--- config.mk ---
export PLATFORM = sky130hd
export DESIGN_NAME = display_stream_arbiter
export DESIGN_NICKNAME = d
export VERILOG_FILES = /design/src/rtl/display_stream_arbiter.sv
export SDC_FILE = /design/constraint.sdc
export NUM_CORES = 1
export LEC_CHECK = 0
export BUFFER_PORTS_ARGS = -buffer_cell sky130_fd_sc_hd__buf_4
export CAP_MARGIN = 20
export CORE_MARGIN = 1.5
export CORE_UTILIZATION = 52
export DETAILED_ROUTE_END_ITERATION = 10
export PLACE_DENSITY = 0.83
export SYNTH_ARGS = -nofsm -noshare
export SYNTH_HDL_FRONTEND = slang
export SYNTH_SLANG_ARGS = --single-unit
--- constraint.sdc ---
create_clock -name aclk -period 2.9 [get_ports aclk]
set_input_delay 0.58 -clock aclk [delete_from_list [all_inputs] [get_ports aclk]]
set_output_delay 0.58 -clock aclk [all_outputs]
set_load 0.05 [all_outputs]
--- src/rtl/display_stream_arbiter.sv ---
// rtl/display_stream_arbiter.sv - band sequencer between rasterizer stream, SPI display controller and TFT bypass
module display_stream_arbiter #(
    parameter int unsigned PIXEL_PER_BAND  = 15360,
    parameter int unsigned BANDS_PER_FRAME = 5,
    parameter int unsigned DATA_WIDTH      = 16,
    parameter int unsigned PIX_CNT_WIDTH   = 14,
    parameter int unsigned BAND_CNT_WIDTH  = 3
) (
    input  logic                      aclk,
    input  logic                      reset,
    input  logic                      s_fb_axis_tvalid,
    output logic                      s_fb_axis_tready,
    input  logic                      s_fb_axis_tlast,
    input  logic [DATA_WIDTH-1:0]     s_fb_axis_tdata,
    output logic                      m_disp_axis_tvalid,
    input  logic                      m_disp_axis_tready,
    output logic                      m_disp_axis_tlast,
    output logic [DATA_WIDTH-1:0]     m_disp_axis_tdata,
    input  logic                      transfer_running,
    input  logic                      bypass_req,
    output logic                      bypass_grant,
    output logic [BAND_CNT_WIDTH-1:0] band_index,
    output logic                      frame_done,
    output logic                      tlast_error,
    input  logic                      clear_error
);

    typedef enum logic [1:0] {IDLE, STREAM, DRAIN, BYPASS} state_t;

    localparam logic [PIX_CNT_WIDTH-1:0]  PIX_LAST  = PIX_CNT_WIDTH'(PIXEL_PER_BAND - 1);
    localparam logic [BAND_CNT_WIDTH-1:0] BAND_LAST = BAND_CNT_WIDTH'(BANDS_PER_FRAME - 1);

    state_t                    state_q, state_d;
    logic [PIX_CNT_WIDTH-1:0]  cnt_q, cnt_d;
    logic [BAND_CNT_WIDTH-1:0] band_q, band_d;
    logic                      grant_q, grant_d;
    logic                      frame_done_q, frame_done_d;
    logic                      err_q, err_d;
    logic                      prio_q, prio_d;     // 1: bypass wins a tie in IDLE

    logic in_stream;
    logic gen_tlast;
    logic accept;

    assign in_stream = (state_q == STREAM);
    assign gen_tlast = (cnt_q == PIX_LAST);
    assign accept    = in_stream && s_fb_axis_tvalid && m_disp_axis_tready;

    assign m_disp_axis_tvalid = in_stream && s_fb_axis_tvalid;
    assign s_fb_axis_tready   = in_stream && m_disp_axis_tready;
    assign m_disp_axis_tlast  = in_stream && gen_tlast;
    assign m_disp_axis_tdata  = s_fb_axis_tdata;

    assign bypass_grant = grant_q;
    assign band_index   = band_q;
    assign frame_done   = frame_done_q;
    assign tlast_error  = err_q;

    always_comb begin
        state_d      = state_q;
        cnt_d        = cnt_q;
        band_d       = band_q;
        prio_d       = prio_q;
        err_d        = err_q;
        frame_done_d = 1'b0;

        // A framing error seen on this beat outranks a simultaneous clear.
        if (clear_error) begin
            err_d = 1'b0;
        end
        if (accept && (s_fb_axis_tlast != gen_tlast)) begin
            err_d = 1'b1;
        end

        case (state_q)
            IDLE: begin
                if (bypass_req && !transfer_running && (prio_q || !s_fb_axis_tvalid)) begin
                    state_d = BYPASS;
                end else if (s_fb_axis_tvalid) begin
                    state_d = STREAM;
                end
            end
            STREAM: begin
                if (accept) begin
                    if (gen_tlast) begin
                        cnt_d   = '0;
                        state_d = DRAIN;
                        if (band_q == BAND_LAST) begin
                            band_d       = '0;
                            frame_done_d = 1'b1;
                        end else begin
                            band_d = band_q + 1'b1;
                        end
                    end else begin
                        cnt_d = cnt_q + 1'b1;
                    end
                end
            end
            DRAIN: begin
                // Controller must release chip select before anyone else gets the panel.
                if (!transfer_running) begin
                    state_d = IDLE;
                    prio_d  = 1'b1;
                end
            end
            BYPASS: begin
                if (!bypass_req) begin
                    state_d = IDLE;
                    prio_d  = 1'b0;
                end
            end
            default: state_d = IDLE;
        endcase

        grant_d = (state_d == BYPASS);
    end

    always_ff @(posedge aclk) begin
        if (reset) begin
            state_q      <= IDLE;
            cnt_q        <= '0;
            band_q       <= '0;
            grant_q      <= 1'b0;
            frame_done_q <= 1'b0;
            err_q        <= 1'b0;
            prio_q       <= 1'b0;
        end else begin
            state_q      <= state_d;
            cnt_q        <= cnt_d;
            band_q       <= band_d;
            grant_q      <= grant_d;
            frame_done_q <= frame_done_d;
            err_q        <= err_d;
            prio_q       <= prio_d;
        end
    end

endmodule
==> flow_summary.ini <==
[setup_path]
critPathLaunch = cnt_q[0]$_SDFFE_PP0P_
path_class = reg -> out
critical_path_arrival_ns = 1.74
critPathMaxFanout = 8
end_kind = output pin
reg2reg_from = state_q[0]$_SDFF_PP0_
start_kind = register
worstPathRequired_ns = 2.32

[cts]
cts_resized = 0
postCtsSetupBuffers = 0
htree_levels = 1
root_buffer = clkbuf_4
cts_sinks = 23
clkTransAtPathRegs_ns = 0.12
clock_path_buffers = 2
cts_hold_buffers = 0
cts_tree = done
cts_buffers = 3
clkLatencyLatePin_ns = 0.30

[logic_synthesis]
yosysSeqAreaShare_pct = 34.7
synth_top_area_share_pct = 34.7
ys_types = 40
synth_top_area_cell = dfxtp_1
syn_nets = 180
synth_ff_type = dfxtp_1
syn_avg_cell_area_sq_um = 8.66
async_flop_share_pct = 0
syn_inst = 153
synth-seq-cells = 23
synth_edf_count = 0
syn_area_sq_um = 1330
yosys_warnings = 0
synth.area.top_cells = dfxtp_1 (35%), buf_4 (9.6%), xor2_1 (4.0%)

[run_status]
status = completed

[route]
via_per_inst = 5.77
drcViolationCount = 0
ant_nets = 0
drtIter0Drc = 10
drt_wl_total_mm = 2.48
wl_per_cell_um = 13.7
num_vias = 1044
dr.pass1.iters = 4

[sta]
rsz0062_at_grt = no
period_share_pct = 79.9
timing.fmax_ghz = 0.431
min_period_ns = 2.32
finalSetupViolations = 0
hold_violations = 0
hold_slack_ns = 0.507
setup-tns-final_ns = 0
worst_pin_slew_ns = 0.476
fin_worst_skew_ns = 0.00943
slew_viol_final = 0
relSlewSlack_pct = 68.1

[floorplanning]
die_x_um = 53.5
die_h_um = 53.5
io_pins = 49
start_util_pct = 54.0
core.rowCount = 18
dieArea_sq_um = 2860
core-area_sq_um = 2450

[placed_design]
hpwl_mm = 1.87
numPortBuffers = 16
finalWeightedCongestion = 0.853

[layout]
syn_to_final_growth_pct = 1.61
finalNetCount = 179
layout_commonest_cell = dfxtp_1
drive_gt1_share_pct = 19.2
fin_util_pct = 54.8
most-common-layout-cells = dfxtp_1 (23), buf_4 (16), nor2_1 (11)
antennaDiodeCount = 0

[job]
cap_violations = 0

[global_routing]
track_usage_pct = 19.0
overflow = 0
grt_pass1_vias = 951
grt_pass1_wl_mm = 4.04
grt_max_degree = 14
antenna_found_initial = 0

[power]
p_leak_nw = 0.511
power.density_nw_per_um2 = 419
vdd_ir_drop_max_v = 0.000373

[hold_path]
hold_path.class = reg -> reg
min-delay-start = prio_q$_SDFFE_PP0P_
[cells by family after synthesis]
kind of cell / count (synthesis) / synth area share (%)
simple gates: 61 / 28.5
compound gates: 31 / 14.9
buf+inv: 27 / 13.7
flops: 23 / 34.7
xor+xnor: 8 / 5.29
fa+ha+maj: 3 / 2.83
[cell type report]
type                            count  area [sq um]
Clock buffer                        4          26.3
Fill cell                         226          1110
Inverter                            5          18.8
Multi-Input combinational cell    103           683
Sequential cell                    23           460
Tap cell                           30          37.5
Timing Repair Buffer               16           120
[critical path, stage by stage, from the launching register on]
cell      delay (ns)
dfxtp_1         0.39
ha_1            0.35
and3_1          0.20
nand4b_1        0.14
nor2_1          0.14
buf_4           0.21
[layer usage]
metal	wire (um)	GRT usage [%]
met1	1190	23.9
met3	88	4.24
met5	0	0
met2	1170	31.1
met4	33	7.69
[per-stage QoR]
stage | total power, W | cells | area (sq um) | setup WS, ns
2_1_floorplan | 0.000464 | 153 | 1330 | 0.717
3_3_place_gp | 0.000426 | 177 | 1320 | 0.880
3_5_place_dp | 0.000428 | 177 | 1320 | 0.822
4_1_cts | 0.000569 | 181 | 1350 | 0.587
5_1_grt | 0.000594 | 181 | 1350 | 0.453
6_report | 0.000564 | 181 | 1350 | 0.582
[cell usage after synthesis (2+ instances only)]
| master | number |
|---|---|
| a21o_1 | 4 |
| a21oi_1 | 8 |
| a21oi_2 | 3 |
| a31oi_1 | 2 |
| and2_1 | 2 |
| and3_1 | 4 |
| and4_1 | 3 |
| buf_4 | 17 |
| buf_6 | 2 |
| clkbuf_1 | 2 |
| dfxtp_1 | 23 |
| ha_1 | 3 |
| inv_1 | 5 |
| nand2_1 | 7 |
| nand2b_1 | 3 |
| nand3_1 | 6 |
| nand3b_1 | 2 |
| nand4_1 | 5 |
| nand4b_1 | 2 |
| nor2_1 | 11 |
| nor3_1 | 4 |
| o21ai_0 | 8 |
| or3_1 | 4 |
| xnor2_1 | 2 |
| xor2_1 | 6 |
[power by group]
group | internal [W] | switching, W
Sequential | 0.000326 | 0.0000124
Clock | 0.0000536 | 0.0000894
Combinational | 0.0000343 | 0.0000491
Total | 0.000413 | 0.000151
[state kept, by name, summed over array words and instances (netlist names)]
| name | count |
|---|---|
| band_index | 3 |
| bypass_grant | 1 |
| cnt_q | 14 |
| frame_done | 1 |
| prio_q | 1 |
| state_q | 2 |
| tlast_error | 1 |
[final timing paths]
kind	slack, ns	end	cells after the start
max	0.58	m_disp_axis_tlast	5
min	0.51	prio_q$_SDFFE_PP0P_	2
max reg2reg	0.95	cnt_q[4]$_SDFFE_PP0P_	4
min reg2reg	0.51	prio_q$_SDFFE_PP0P_	2
Power figures use the tool's default switching activity.
